`config.mk`:
```
export PLATFORM = sky130hd
export DESIGN_NAME = mem_stage
export DESIGN_NICKNAME = d
export VERILOG_FILES = /design/src/rtl/mem_stage_pkg.sv /design/src/rtl/mem_stage_load_extend.sv /design/src/rtl/mem_stage.sv
export SDC_FILE = /design/constraint.sdc
export NUM_CORES = 1
export LEC_CHECK = 0
export BUFFER_PORTS_ARGS = -buffer_cell sky130_fd_sc_hd__buf_2
export CAP_MARGIN = 20
export CORE_AREA = 2 2 100 102
export CTS_CLUSTER_SIZE = 10
export DETAILED_ROUTE_END_ITERATION = 7
export DIE_AREA = 0 0 102 104
export PLACE_DENSITY_LB_ADDON = 0.15
export SETUP_SLACK_MARGIN = 0.5
export SYNTH_ARGS = -nofsm -noshare
export SYNTH_HDL_FRONTEND = slang
export SYNTH_HIERARCHICAL = 1
export SYNTH_SLANG_ARGS = --single-unit
export TNS_END_PERCENT = 1
```
`constraint.sdc`:
```
create_clock -name i_clk -period 2.2 [get_ports i_clk]
set_clock_uncertainty 0.2 [all_clocks]
set_input_delay 0 -clock i_clk [delete_from_list [all_inputs] [get_ports i_clk]]
set_output_delay 0 -clock i_clk [all_outputs]
set_load 0.02 [all_outputs]
```
`src/rtl/mem_stage_pkg.sv`:
```
// rtl/mem_stage_pkg.sv - shared encodings and helpers for the memory-access stage
package mem_stage_pkg;

    // funct3 access size/sign encodings
    localparam logic [2:0] F3_B  = 3'b000;
    localparam logic [2:0] F3_H  = 3'b001;
    localparam logic [2:0] F3_W  = 3'b010;
    localparam logic [2:0] F3_BU = 3'b100;
    localparam logic [2:0] F3_HU = 3'b101;

    // funct3[1:0] carries the access size independent of signedness
    localparam logic [1:0] SZ_B = 2'b00;
    localparam logic [1:0] SZ_H = 2'b01;

    typedef enum logic [1:0] {
        ST_IDLE = 2'd0,
        ST_REQ  = 2'd1,
        ST_RESP = 2'd2
    } state_t;

    // Byte-lane mask for an access of the given size at the given byte offset
    function automatic logic [3:0] lane_mask(input logic [1:0] size, input logic [1:0] off);
        logic [3:0] m;
        case (size)
            SZ_B:    m = 4'b0001 << off;
            SZ_H:    m = 4'b0011 << off;
            default: m = 4'b1111;
        endcase
        return m;
    endfunction

endpackage

```
`src/rtl/mem_stage_load_extend.sv`:
```
// rtl/mem_stage_load_extend.sv - lane select and sign/zero extension of load data
module mem_stage_load_extend
    import mem_stage_pkg::*;
(
    input  logic [31:0] rdata,
    input  logic [1:0]  addr_lo,
    input  logic [2:0]  funct3,
    output logic [31:0] load_data
);

    logic [7:0]  byte_sel;
    logic [15:0] half_sel;

    // Pick the addressed byte/half from the raw word, then extend by funct3
    always_comb begin
        case (addr_lo)
            2'd0:    byte_sel = rdata[7:0];
            2'd1:    byte_sel = rdata[15:8];
            2'd2:    byte_sel = rdata[23:16];
            default: byte_sel = rdata[31:24];
        endcase
        half_sel = addr_lo[1] ? rdata[31:16] : rdata[15:0];
        case (funct3)
            F3_B:    load_data = {{24{byte_sel[7]}}, byte_sel};
            F3_H:    load_data = {{16{half_sel[15]}}, half_sel};
            F3_BU:   load_data = {24'd0, byte_sel};
            F3_HU:   load_data = {16'd0, half_sel};
            default: load_data = rdata;
        endcase
    end

endmodule

```
`src/rtl/mem_stage.sv`:
```
// rtl/mem_stage.sv - memory-access pipeline stage with handshaked data-memory port
module mem_stage
    import mem_stage_pkg::*;
#(
    parameter int STALL_CNT_W = 16
) (
    input  logic                   i_clk,
    input  logic                   i_rst,
    input  logic                   i_valid,
    input  logic                   i_mem_read,
    input  logic                   i_mem_write,
    input  logic [2:0]             i_funct3,
    input  logic [31:0]            i_addr,
    input  logic [31:0]            i_store_data,
    output logic                   o_dmem_req,
    output logic                   o_dmem_wen,
    output logic                   o_dmem_ren,
    output logic [31:0]            o_dmem_addr,
    output logic [3:0]             o_dmem_mask,
    output logic [31:0]            o_dmem_wdata,
    input  logic                   i_dmem_ready,
    input  logic                   i_dmem_rvalid,
    input  logic [31:0]            i_dmem_rdata,
    output logic                   o_stall,
    output logic                   o_valid,
    output logic [31:0]            o_load_data,
    output logic [31:0]            o_dmem_rdata,
    output logic                   o_misaligned,
    output logic [STALL_CNT_W-1:0] o_stall_cycles
);

    state_t           state;
    state_t           state_nxt;
    logic             mem_op;
    logic             is_store;
    logic             misaligned;
    logic             complete;
    logic [31:0]      ext_data;
    logic [STALL_CNT_W-1:0] stall_cnt;

    assign mem_op   = i_valid & (i_mem_read | i_mem_write);
    assign is_store = i_mem_write;

    // Request address/mask/data follow the frozen EX/MEM inputs, so they stay stable in REQ
    always_comb begin
        o_dmem_addr = {i_addr[31:2], 2'b00};
        o_dmem_mask = lane_mask(i_funct3[1:0], i_addr[1:0]);
        case (i_funct3[1:0])
            SZ_B:    o_dmem_wdata = {24'd0, i_store_data[7:0]}  << {i_addr[1:0], 3'b000};
            SZ_H:    o_dmem_wdata = {16'd0, i_store_data[15:0]} << {i_addr[1:0], 3'b000};
            default: o_dmem_wdata = i_store_data;
        endcase
        case (i_funct3[1:0])
            SZ_B:    misaligned = 1'b0;
            SZ_H:    misaligned = i_addr[0];
            default: misaligned = |i_addr[1:0];
        endcase
    end

    mem_stage_load_extend u_load_extend (
        .rdata     (i_dmem_rdata),
        .addr_lo   (i_addr[1:0]),
        .funct3    (i_funct3),
        .load_data (ext_data)
    );

    // Next-state and handshake outputs; reset forces everything quiet
    always_comb begin
        state_nxt    = state;
        o_dmem_req   = 1'b0;
        o_stall      = 1'b0;
        o_valid      = 1'b0;
        o_misaligned = 1'b0;
        complete     = 1'b0;
        if (!i_rst) begin
            case (state)
                ST_IDLE: begin
                    if (mem_op) begin
                        if (misaligned) begin
                            o_misaligned = 1'b1;
                            o_valid      = 1'b1;
                        end else begin
                            o_dmem_req = 1'b1;
                            if (i_dmem_ready && is_store) begin
                                o_valid = 1'b1;
                            end else if (i_dmem_ready) begin
                                state_nxt = ST_RESP;
                                o_stall   = 1'b1;
                            end else begin
                                state_nxt = ST_REQ;
                                o_stall   = 1'b1;
                            end
                        end
                    end else begin
                        o_valid = i_valid;
                    end
                end
                ST_REQ: begin
                    o_dmem_req = 1'b1;
                    o_stall    = 1'b1;
                    if (i_dmem_ready) begin
                        if (is_store) begin
                            o_stall   = 1'b0;
                            o_valid   = 1'b1;
                            state_nxt = ST_IDLE;
                        end else begin
                            state_nxt = ST_RESP;
                        end
                    end
                end
                ST_RESP: begin
                    o_stall = 1'b1;
                    if (i_dmem_rvalid) begin
                        o_stall   = 1'b0;
                        o_valid   = 1'b1;
                        complete  = 1'b1;
                        state_nxt = ST_IDLE;
                    end
                end
                default: state_nxt = ST_IDLE;
            endcase
        end
    end

    assign o_dmem_wen   = o_dmem_req & is_store;
    assign o_dmem_ren   = o_dmem_req & ~is_store;
    assign o_load_data  = complete ? ext_data : 32'd0;
    assign o_dmem_rdata = complete ? i_dmem_rdata : 32'd0;
    assign o_stall_cycles = stall_cnt;

    // State register
    always_ff @(posedge i_clk) begin
        if (i_rst) begin
            state <= ST_IDLE;
        end else begin
            state <= state_nxt;
        end
    end

    // Saturating count of stalled cycles
    always_ff @(posedge i_clk) begin
        if (i_rst) begin
            stall_cnt <= '0;
        end else if (o_stall && !(&stall_cnt)) begin
            stall_cnt <= stall_cnt + STALL_CNT_W'(1);
        end
    end

endmodule

```
==> flow_results.org, run 1 <==
** Logic synthesis
- For this run, the register share of the synthesized area comes to 11.6%.
- Synthesis instantiated 55 different standard cells from the library.
- Of the total synthesized cell area, the portion taken by AND, OR, NAND and NOR gates is 42.5%.
- In this run, synthesis produced a sequential element count of 18.
- In the synthesized netlist, mux cells make up 0.687% of the area.
- Synthesized area :: 3100 um2
- Of all flip-flops after synthesis, the portion carrying an async set or reset was 0%.
- Fraction of the mapped netlist area in compound gates :: 29.4%
- The synthesized design contains 0 enable-type register cells.
- XOR/XNOR share of the synthesized area :: 0%
- Synth Flop Type :: dfxtp_1
- Area share of fa/ha/maj cells after synthesis :: 0.404%
- In the synthesized netlist, the number of instances is 472.
- In this run the mean area of a mapped cell was 6.56 um2.
- After synthesis, the largest family of logic cells by area is simple AND/OR/NAND/NOR gates.
- Yosys printed 6 warnings.

** CTS
- In this run the number of H-tree levels came out at 1.
- CTS Buffer Depth :: 2
- Total clock buffers created by CTS :: 3
- TritonCTS clock tree :: done
- After clock tree synthesis, the clock-pin slew on the worst setup and hold paths is 0.07 ns.
- Root cell of the clock tree :: clkbuf_8
- The clock drives 18 sinks.
- At the later pin of the worst-skew pair, clock insertion delay measures 0.26 ns.

** STA
- Setup violations remaining at the end of the flow were counted as 0.
- On the final layout, the worst hold slack is 0.0633 ns.
- The worst pin sits at a relative slew slack of 52.9%.
- Max-slew violation count :: 0
- For the pin with the worst max-slew slack, the measured transition is 0.704 ns.
- Based on the critical path, the design can be clocked at up to 532 MHz.
- The hold violation total from the final report was 0.
- Unrepaired setup endpoints after global routing :: true
- The final critical path takes up 85.4% of the cycle.
- Total negative slack :: 0 ns
- Minimum clock period :: 1.88 ns

** Drt
- Via-to-Cell Ratio :: 5.13
- Post-DRT Antenna Nets :: 0
- Final wirelength :: 11900 um
- Remaining routing DRC violations :: 0
- The first TritonRoute pass finished after 5 iterations.
- Number of DRC violations after detailed-routing iteration 0 :: 192
- Summing over every cut layer, the via total after detailed routing is 4029.
- Dividing the detail-routed wire length by the instance count gives 15.1 um.

** Final layout
- Of the cells placed in the final design, the portion with a size suffix greater than 1 is 39.3%.
- Final-stage net count :: 760
- The finished layout holds 785 standard cells, fillers aside.
- Across the whole layout, storage elements account for 394 um2.
- Area growth from synthesis to layout :: 44.6%
- 0 antenna diodes ended up in the layout.
- Most used cells in the layout excluding fill and tap cells :: buf_2 (197), and2_1 (74), nand2_1 (66), o21ai_0 (49), dlygate4sd3_1 (35)
- The finished cells cover 4480 um2.
- Most frequent standard cell in the layout excluding fill and tap cells :: buf_2
- In the final layout, the multi-input gates occupy 2370 um2.
- Number of fill cells :: 1022

** Floorplanning
- Floorplan core area :: 9550 um2
- Measured along the y axis, the die boundary spans 104 um.
- From left edge to right edge, the die measures 102 um.
- The die covers 10600 um2.
- Top-level port count :: 260
- The floorplan has 36 rows.
- For this configuration, the core starts out at a cell density of 32.4%.

** Global route
- For this run the aggregate overflow at the end of global routing stands at 0.
- Number of global-route vias before repair :: 3576
- For this run, the total global-route usage over all layers was measured as 20.4%.
- Wire length of the first global-routing pass :: 18100 um
- Pin count of the biggest net entering global routing :: 65
- Antenna violations before repair :: 0

** Placed design
- The number of placed instances, taps included, is 745.
- Routability cong. :: 0.884
- DP Area :: 4000 um2
- Half-perimeter wire length after placement :: 8820 um
- Number of input and output port buffers inserted :: 197

** Critical path
- Worst EP required :: 2.20 ns
- Critical path class :: flip-flop to flip-flop
- STA classifies the critical path endpoint as a flip-flop.
- Type of origin of the critical path :: flip-flop
- Of all nets on the critical path, the largest fanout is 28.
- For the worst setup path, the data arrival time is 1.88 ns.

** Power
- Peak supply drop :: 0.195 mV
- In this run the static leakage power is 2.21 nW.
- Power per cell area :: 279 nW/um2

** Outcome
- Outcome :: complete, no violations

** Job
- Max-cap violations in this run came to 0.

** Min path
- Type of the tightest min-delay check :: input port to flip-flop
-- critical path, cell delays in order, from the launching register on --
cell and delay, ns:
dfxtp_4 0.37, nor3_4 0.17, o21a_1 0.18, a22oi_4 0.07
buf_12 0.17, or4_1 0.52, a21oi_2 0.13
-- repair_timing --
item,4_1_cts,5_1_grt
endpoints found under the hold margin,32,1
hold buffers,33,2
setup endpoints to repair,91,115
resized for setup,7,10
pin swaps,2,1
cloned,0,0
setup buffers,1,0
-- metal layers --
metal  global-route usage (%)  vias to the layer above  share of wire [%]
li1                         -                     2004                  -
met2                     35.7                      159                 52
met3                     3.09                       12                5.4
met4                     4.38                        0                1.3
met1                     26.1                     1854                 42
met5                        0                        -                  0
-- stage by stage --
stage	setup WS, ns	power (W)	util, %
2_1_floorplan	0.390	0.000739	-
3_3_place_gp	0.226	0.000876	41.9
3_5_place_dp	0.170	0.000880	41.9
4_1_cts	0.321	0.00125	46.3
5_1_grt	0.226	0.00133	46.9
6_report	0.322	0.00125	46.9
-- logic make-up after synthesis --
kind of cell / after synthesis
compound gates: 137
fa+ha+maj: 1
buf+inv: 79
flops: 18
mux: 2
other cells: 1
simple gates: 234
-- registers in the layout, summed over array words and instances (netlist names) --
register,cells
o_stall_cycles,16
state,2
-- area by class of cell --
cell class | instances | area share [%]
timing repair buffer | 245 | 32.6
tap | 133 | 3.71
sequential | 18 | 8.80
multi-input combinational | 376 | 52.9
inverter | 9 | 0.754
clock buffer | 4 | 1.23
-- power by group --
| group | switching, W | total (W) | internal, W | leakage [nW] |
|---|---|---|---|---|
| Combinational | 0.000390 | 0.000649 | 0.000259 | 2.03 |
| Sequential | 0.00000541 | 0.000325 | 0.000319 | 0.153 |
| Clock | 0.000118 | 0.000277 | 0.000159 | 0.0288 |
| Total | 0.000513 | 0.00125 | 0.000737 | 2.21 |
-- cells in the mapped netlist (5+ instances only) --
master | instances | area, um2
clkbuf_1 | 24 | 90.1
nand2b_1 | 8 | 50.1
a22oi_1 | 29 | 218
a221o_1 | 8 | 80.1
dfxtp_1 | 18 | 360
o21ai_0 | 49 | 245
inv_1 | 9 | 33.8
o41ai_1 | 8 | 70.1
buf_4 | 33 | 248
nor2b_1 | 26 | 163
buf_2 | 7 | 35.0
nor2_1 | 8 | 30.0
or4_1 | 6 | 45.0
nor3_1 | 5 | 25.0
nand2_1 | 66 | 248
o31ai_1 | 5 | 37.5
a21oi_1 | 15 | 75.1
and2_1 | 74 | 463
nand3_1 | 12 | 60.1
-- worst paths after layout --
check                     from            endpoint  slack (ns)  depth (start not counted)
max reg2reg           state[0]  o_stall_cycles[12]        0.32                          6
min reg2reg  o_stall_cycles[9]   o_stall_cycles[9]        0.28                          2
min                      i_rst  o_stall_cycles[10]        0.06                          3
max                   state[0]  o_stall_cycles[12]        0.32                          6
No activity file was read; power rests on OpenSTA's default activity.
==> inputs of run 2 (changes only) <==
--- a/config.mk
+++ b/config.mk
@@ -7,10 +7,9 @@
 export LEC_CHECK = 0
 export BUFFER_PORTS_ARGS = -buffer_cell sky130_fd_sc_hd__buf_2
 export CAP_MARGIN = 20
-export CORE_AREA = 2 2 100 102
-export CTS_CLUSTER_SIZE = 10
+export CORE_AREA = 2 2 102 104
 export DETAILED_ROUTE_END_ITERATION = 7
-export DIE_AREA = 0 0 102 104
+export DIE_AREA = 0 0 104 106
 export PLACE_DENSITY_LB_ADDON = 0.15
 export SETUP_SLACK_MARGIN = 0.5
 export SYNTH_ARGS = -nofsm -noshare
==> flow_results.org, run 2 (synthesis results as in run 1) <==
** Drt
- Via-to-Cell Ratio :: 5.16 (+0.58%)
- Remaining routing DRC violations :: 0 (unchanged)
- The detailed router used layers up to and including met4.
- Total routed wire length on the met1 layer :: 5010 um (+1.5%)
- Final wirelength :: 12200 um (+2.5%)
- The length of routed met3 wiring was 730 um (+14%).
- Routed via count :: 4078 (+1.2%)
- Drt pass-1 iters :: 4 (-1)
- The residual antenna-violating net count after detailed routing was 0 (unchanged).
- DR WL/cell :: 15.4 um (+1.8%)
- Routed length on met2 :: 6210 um (+1.4%)
- Number of DRC violations after detailed-routing iteration 0 :: 140 (-27%)

** Outcome
- Outcome :: complete, but fails checks
- The final reports fail on negative hold slack.

** CTS
- Clock tree synthesis selected as its root buffer the cell clkbuf_8.
- The clock-pin slew of the registers on the worst-case setup and hold paths was 0.07 ns (about the same).
- The number of hold buffers added after CTS is 32 (-3.0%).
- The number of buffers inserted during clock tree synthesis came to 3 (unchanged).
- Clock insertion delay at the later pin of the skew report :: 0.25 ns (about the same)
- The deepest clock path buffer count was 2 (unchanged).
- TritonCTS clock tree :: done
- Sinks on Clock Net :: 18 (unchanged)
- The number of H-tree branching levels came to 1 (unchanged).

** STA
- The hold violation total from the final report was 4 (+4).
- The headroom to the max-slew limit came to 62.6% (+9.6 points).
- Minimum clock period :: 1.91 ns (+0.0276 ns)
- The sum of negative setup slack is 0 ns (unchanged).
- Worst hold slack after final layout :: -0.138 ns (-0.202 ns)
- Highest Clock Rate :: 525 MHz (-1.4%)
- Slew of the pin with the lowest slew margin :: 0.560 ns (-0.144 ns)
- Setup repair after global routing could not meet its margin everywhere.
- The total setup violations reported at the end of the flow was 0 (unchanged).
- Max-slew violation count :: 0 (unchanged)
- Setup slack after layout :: 0.294 ns (-0.0276 ns)
- Fin crit share :: 86.6% (+1.3 points)

** Final layout
- Number of diodes added for antenna fixing :: 0 (unchanged)
- The post-layout net count came to 763 (+0.39%).
- Leaving out fill and tap cells, the most frequent cells in the layout are buf_2 (197), and2_1 (74), nand2_1 (66), o21ai_0 (49), dlygate4sd3_1 (32).
- Number of fill cells :: 1104 (+8.0%)
- Register Area :: 394 um2 (unchanged)
- The flip-flop count of the largest register after layout is 16 (unchanged).
- Footprint of the multi-input gates :: 2350 um2 (-0.63%)
- Area growth from synthesis to layout :: 44.2%
- Layout cell share with drive strength beyond 1 :: 39.6% (+0.34 points)
- Most frequent standard cell in the layout excluding fill and tap cells :: buf_2

** Floorplanning
- The total number of placement rows is 37 (+2.8%).
- Floorplan core area :: 10000 um2 (+4.7%)
- Die width :: 104 um (+2.0%)
- Top-level port count :: 260 (unchanged)
- Starting utilization of the core area :: 31.0% (-1.5 points)
- Die span in y :: 106 um (+1.9%)
- The area enclosed by the die boundary was 11000 um2 (+3.9%).

** Critical path
- The number of cells traversed by the worst register-to-register path is 6 (unchanged).
- End of the worst register-to-register path :: o_stall_cycles[15]
- The critical path starts at state[0].
- The critical path ends at o_stall_cycles[15].
- Kind of end point of the critical path :: flip-flop
- The minimum setup slack among reg-to-reg paths is 0.29 ns (-0.03 ns).
- The largest driver fanout on the critical path came to 28 (unchanged).
- Signal arrival time at the worst endpoint :: 1.90 ns (+0.02 ns)
- Worst EP required :: 2.19 ns (about the same)
- STA classifies the critical path startpoint as a flip-flop.
- Critical path class :: flip-flop to flip-flop
- The worst register-to-register path begins at state[0].

** Global route
- Overall fraction of global-route tracks in use :: 20.3% (-0.12 points)
- The via count of the first global-routing pass came to 3651 (+2.1%).
- Remaining global-route overflow :: 0 (unchanged)
- The wire length of the first global-routing pass came to 18800 um (+4.0%).
- The largest net degree at the start of global routing is 65 (unchanged).
- The number of antenna violations at the first check in global routing is 0 (unchanged).

** Placed design
- Worst Setup Slack post-DPL :: 0.155 ns (-0.0154 ns)
- Number of input and output port buffers inserted :: 197 (unchanged)
- The final weighted congestion in routability-driven placement is 0.912 (+3.2%).
- The post-DP HPWL came to 9050 um (+2.6%).

** Job
- Max cap viols :: 0 (unchanged)

** Power
- The leakage power figure was 2.21 nW (about the same).
- Power per cell area :: 271 nW/um2 (-2.7%)
- The peak supply drop is 0.154 mV (-21%).

** Min path
- The cell count of the worst hold path was 2 (-1).
- The min-delay analysis places its worst path in the category input port to flip-flop.
-- run 2: final cells by class --
| type | count | area share [%] |
|---|---|---|
| well taps | 136 | 3.81 |
| multi-input cells | 376 | 52.7 |
| repair buffers | 248 | 33.0 |
| inverters | 9 | 0.756 |
| flip-flops and latches | 18 | 8.82 |
| clock buffers | 3 | 0.924 |
-- run 2: per-stage QoR --
stage                     power, W  hold WS, ns  util [%]  area, um2  instances
after global routing       0.00129       -0.121      44.7       4470        790
after floorplan           0.000739       -0.121         -       3190        473
after global placement    0.000883       -0.200      40.4       4040        752
after detailed placement  0.000889       -0.200      40.4       4040        753
after CTS                  0.00122       -0.132      44.4       4440        790
final                      0.00121       -0.138      44.7       4470        790
-- run 2: per-layer routing --
layer | vias to the layer above | GRT usage [%]
met3 | 12 | 2.58
met1 | 1889 | 26.0
met4 | 0 | 4.54
met2 | 168 | 36.2
li1 | 2009 | -
met5 | - | 0
-- run 2: power by group --
part | switching [W] | total, W | leakage, nW | internal, W
Sequential | 0.00000527 | 0.000325 | 0.153 | 0.000319
Clock | 0.000116 | 0.000238 | 0.0216 | 0.000122
Combinational | 0.000391 | 0.000650 | 2.03 | 0.000259
-- run 2: worst min path at each step --
| stage | from | end | slack, ns |
|---|---|---|---|
| global route | i_rst | o_stall_cycles[5] | -0.12 |
| floorplan | i_dmem_ready | state[0] | -0.12 |
| detailed placement | i_addr[16] | o_dmem_addr[16] | -0.20 |
| finish | i_rst | o_stall_cycles[5] | -0.14 |
| global placement | i_addr[16] | o_dmem_addr[16] | -0.20 |
| CTS | i_rst | o_stall_cycles[1] | -0.13 |
-- run 2: repair_timing --
item,in CTS,in global routing
setup buffers,2,0
setup endpoints to repair,82,95
pin swaps,3,0
gates resized for setup,7,6
hold endpoints to repair,35,4
-- run 2: critical path, cell delays in order, from the launching register on --
cell     delay (ns)
dfxtp_4        0.37
nor3_4         0.17
o21a_1         0.20
a22oi_4        0.07
buf_12         0.17
or4_1          0.52
a21oi_2        0.13
==> inputs of run 3 (changes only) <==
--- a/config.mk
+++ b/config.mk
@@ -5,11 +5,13 @@
 export SDC_FILE = /design/constraint.sdc
 export NUM_CORES = 1
 export LEC_CHECK = 0
+export ABC_AREA = 1
 export BUFFER_PORTS_ARGS = -buffer_cell sky130_fd_sc_hd__buf_2
 export CAP_MARGIN = 20
-export CORE_AREA = 2 2 102 104
+export CORE_MARGIN = 2
+export CORE_UTILIZATION = 38
 export DETAILED_ROUTE_END_ITERATION = 7
-export DIE_AREA = 0 0 104 106
+export HOLD_SLACK_MARGIN = 0.06
 export PLACE_DENSITY_LB_ADDON = 0.15
 export SETUP_SLACK_MARGIN = 0.5
 export SYNTH_ARGS = -nofsm -noshare
==> flow_results.org, run 3 <==
** Final layout
- The share of final-layout standard cells stronger than drive strength 1 came to 37.0% (-2.6 points).
- Area growth from synthesis to layout :: 39.0%
- Final-stage net count :: 944 (+24%)
- The number of inserted diodes is 0 (unchanged).
- Most used cells in the layout excluding fill and tap cells :: buf_2 (195), nand2_1 (138), inv_1 (103), nor2_1 (101), a21oi_1 (42)
- Most frequent standard cell in the layout excluding fill and tap cells :: buf_2
- The flip-flop count of the largest register after layout came to 16 (unchanged).

** STA
- The sum of negative setup slack was 0 ns (unchanged).
- Fin crit share :: 79.2% (-7.5 points)
- Unrepaired setup endpoints after global routing :: true
- The highest achievable clock rate came to 574 MHz (+9.4%).
- The least setup slack across all paths after layout was 0.459 ns (+0.164 ns).
- Final Hold Viols :: 0 (-4)
- Final setup violation count :: 0 (unchanged)
- The minimum clock period was 1.74 ns (-0.164 ns).
- The number of pins exceeding their max-slew limit in the final report was 0 (unchanged).

** Global route
- Overall fraction of global-route tracks in use :: 23.5% (+3.2 points)
- Pin count of the biggest net entering global routing :: 34 (-48%)
- The global route total overflow is 0 (unchanged).
- The via count of the first global-routing pass was 4046 (+11%).
- The number of antenna violations at the first check in global routing was 0 (unchanged).
- Wire length of the first global-routing pass :: 19600 um (+4.3%)

** Drt
- Remaining routing DRC violations :: 0 (unchanged)
- Number of DRC violations after detailed-routing iteration 0 :: 229 (+64%)
- The post-detailed-route via-to-cell ratio was 5.01 (-2.9%).
- Drt pass-1 iters :: 5 (+1)
- Final wirelength :: 13300 um (+9.6%)
- The routed wire length per instance was 14.1 um (-8.5%).
- Routed via count :: 4745 (+16%)
- Post-DRT Antenna Nets :: 0 (unchanged)

** Floorplanning
- The overall die height was 100 um (-5.4%).
- Floorplan core area :: 9110 um2 (-8.9%)
- Starting utilization of the core area :: 38.6% (+7.7 points)
- The chip width was 100 um (-3.6%).
- The I/O pin count is 260 (unchanged).
- Floorplan die area :: 10000 um2 (-8.9%)
- The total number of placement rows came to 35 (-5.4%).

** CTS
- The root buffer cell chosen for the clock tree is clkbuf_8.
- TritonCTS clock tree :: done
- Number of levels in the clock H-tree :: 1 (unchanged)
- CTS Buffer Depth :: 2 (unchanged)
- The number of clock sinks came to 18 (unchanged).
- Clock Pin Slew Worst Setup and Hold Paths :: 0.07 ns (about the same)
- The clock insertion delay at the later pin of the skew report is 0.26 ns (about the same).
- Total clock buffers created by CTS :: 3 (unchanged)

** Critical path
- The minimum setup slack among reg-to-reg paths is 0.46 ns (+0.16 ns).
- The worst setup path is of the flip-flop to flip-flop kind.
- STA classifies the critical path endpoint as a flip-flop.
- The largest driver fanout on the critical path came to 8 (-71%).
- The number of cells traversed by the worst register-to-register path is 7 (+1).
- Critical path cell sequence :: ha_2 -> nand2_2 -> nor2_4 -> nand4_4 -> buf_6 -> nand4_1 -> a21oi_2
- The worst register-to-register path begins at o_stall_cycles[1].
- Signal arrival time at the worst endpoint :: 1.68 ns (-0.22 ns)
- Biggest cell delay along the critical path :: 0.37 ns (-0.15 ns)
- Type of origin of the critical path :: flip-flop
- In this run the critical register-to-register path is captured at o_stall_cycles[8].
- Worst EP required :: 2.14 ns (-0.05 ns)
- The slowest stage of the critical path belongs to the cell dfxtp_4.

** Min path
- Hold Path Origin :: i_mem_write
- The cell count of the worst hold path was 3 (+1).
- Type of the tightest min-delay check :: input port to primary output
- The worst hold path terminates at o_dmem_ren.

** Logic synthesis
- The synthesized instance count is 640 (+36%).
- The most used flip-flop cell after synthesis is dfxtp_1.
- Cell types with the highest counts after synthesis :: nand2_1 (140), inv_1 (104), nor2_1 (103)
- The post-synthesis cell type count was 37 (-33%).
- The proportion of synthesized chip area in sequential cells was 10.2% (-1.4 points).
- Per-instance average area after synthesis :: 5.50 um2 (-16%)
- Count of flip-flops with a built-in enable after synthesis :: 0 (unchanged)
- nand2_1 takes more of the synthesized area than any other cell.
- Flip-flop and latch count after synthesis :: 18 (unchanged)
- Leading post-synthesis cells by cell area :: nand2_1 (15%), inv_1 (11%), nor2_1 (11%)
- Dominant cell by count in the synthesized netlist :: nand2_1
- The fraction of synthesis flops using an asynchronous set or reset pin was 0% (unchanged).
- Synth warn :: 6 (unchanged)
- Share of Yosys cell area claimed by the top area cell type :: 14.9% (about the same)
- The total standard cell area after synthesis is 3520 um2 (+14%).

** Placed design
- The minimum setup slack after placement is 0.407 ns (+0.252 ns).
- The final weighted congestion in routability-driven placement is 0.931 (+2.1%).
- Number of input and output port buffers inserted :: 197 (unchanged)
- The post-DP HPWL was 9490 um (+4.8%).

** Power
- The peak supply drop was 0.199 mV (+29%).
- The leakage power figure came to 2.89 nW (+31%).
- The power density over the cells is 287 nW/um2 (+5.7%).

** Job
- The number of max-cap violations came to 0 (unchanged).

** Outcome
- The flow ran to the end, and the final reports show no timing, DRC or antenna violations.
==> run 3: cell count changes in the layout (fill, tap and decap cells not counted), sizes merged, moves of 8 or more <==
cell    before  now
a21oi       15   54
a221o        8    0
a22oi       30    0
and2        75    0
inv          9  115
nand2       66  152
nand2b       8    0
nand3       13   36
nand4        1   19
nor2         8  116
nor2b       26    0
o21ai       54   30
o22ai        0    9
o41ai        8    0
==> run 3: how the worst max path moves through the flow <==
stage                 startpoint                 end  slack, ns  cells after the start
2_1_floorplan  o_stall_cycles[2]  o_stall_cycles[11]       0.52                      7
3_3_place_gp           i_addr[0]   o_stall_cycles[0]       0.45                     10
3_5_place_dp           i_addr[0]   o_stall_cycles[0]       0.41                     10
4_1_cts        o_stall_cycles[1]  o_stall_cycles[12]       0.47                      8
5_1_grt        o_stall_cycles[6]  o_stall_cycles[15]       0.37                      8
6_report       o_stall_cycles[1]   o_stall_cycles[8]       0.46                      7
==> run 3: logic make-up (layout without fill, tap and decap cells) <==
group | count (synthesis) | count (layout) | share of synthesized area, %
simple gates | 331 | 335 | 45.4
buf+inv | 179 | 370 | 25.2
compound gates | 105 | 105 | 17.5
flops | 18 | 18 | 10.2
xor+xnor | 5 | 5 | 1.24
fa+ha+maj | 1 | 1 | 0.355
other cells | 1 | 2 | 0.107
==> run 3: timing repair <==
item / CTS / global route
endpoints found under the hold margin: 46 / 2
gates resized for setup: 8 / 19
hold buffers: 32 / 2
setup buffers: 4 / 5
gates cloned: 2 / 2
pin swaps: 5 / 5
endpoints found under the setup margin: 80 / 81
==> run 3: critical path, delay by kind of cell (launching register included) <==
family | cells | cell delay, ns
flops | 1 | 0.37
simple gates | 4 | 0.58
buf+inv | 1 | 0.21
compound gates | 1 | 0.06
fa+ha+maj | 1 | 0.20
==> run 3: layout make-up <==
cell class | instances | area [um2]
repair buffers | 251 | 1500
fillers | 977 | 4220
multi-input cells | 448 | 2390
inverters | 115 | 434
flip-flops and latches | 18 | 378
clock buffers | 4 | 55.1
well taps | 111 | 139
==> run 3: metal layers <==
| layer | wire length (um) | GRT usage [%] | part of all wire (%) | up-vias |
|---|---|---|---|---|
| met4 | 284 | 6.01 | 2.1 | 0 |
| met1 | 5560 | 31.1 | 42 | 2136 |
| met3 | 828 | 1.46 | 6.2 | 26 |
| li1 | - | - | - | 2368 |
| met2 | 6650 | 41.5 | 50 | 215 |
| met5 | 0 | 0 | 0 | - |
==> run 3: report_power, final <==
group          leakage, nW  switching [W]  internal, W
logic                 2.71       0.000503     0.000282
clock network       0.0288       0.000122     0.000159
registers            0.151     0.00000626     0.000330
total                 2.89       0.000632     0.000772
==> run 3: per-stage QoR <==
step           hold slack (ns)  utilization [%]  area, um2  power, W  cells
2_1_floorplan           -0.120                -       3530  0.000865    641
3_3_place_gp            -0.200             47.2       4300  0.000993    896
3_5_place_dp            -0.200             47.2       4300  0.000998    896
4_1_cts                 -0.124             52.3       4760   0.00137    938
5_1_grt                  0.130             53.7       4890   0.00150    947
6_report                 0.112             53.7       4890   0.00140    947
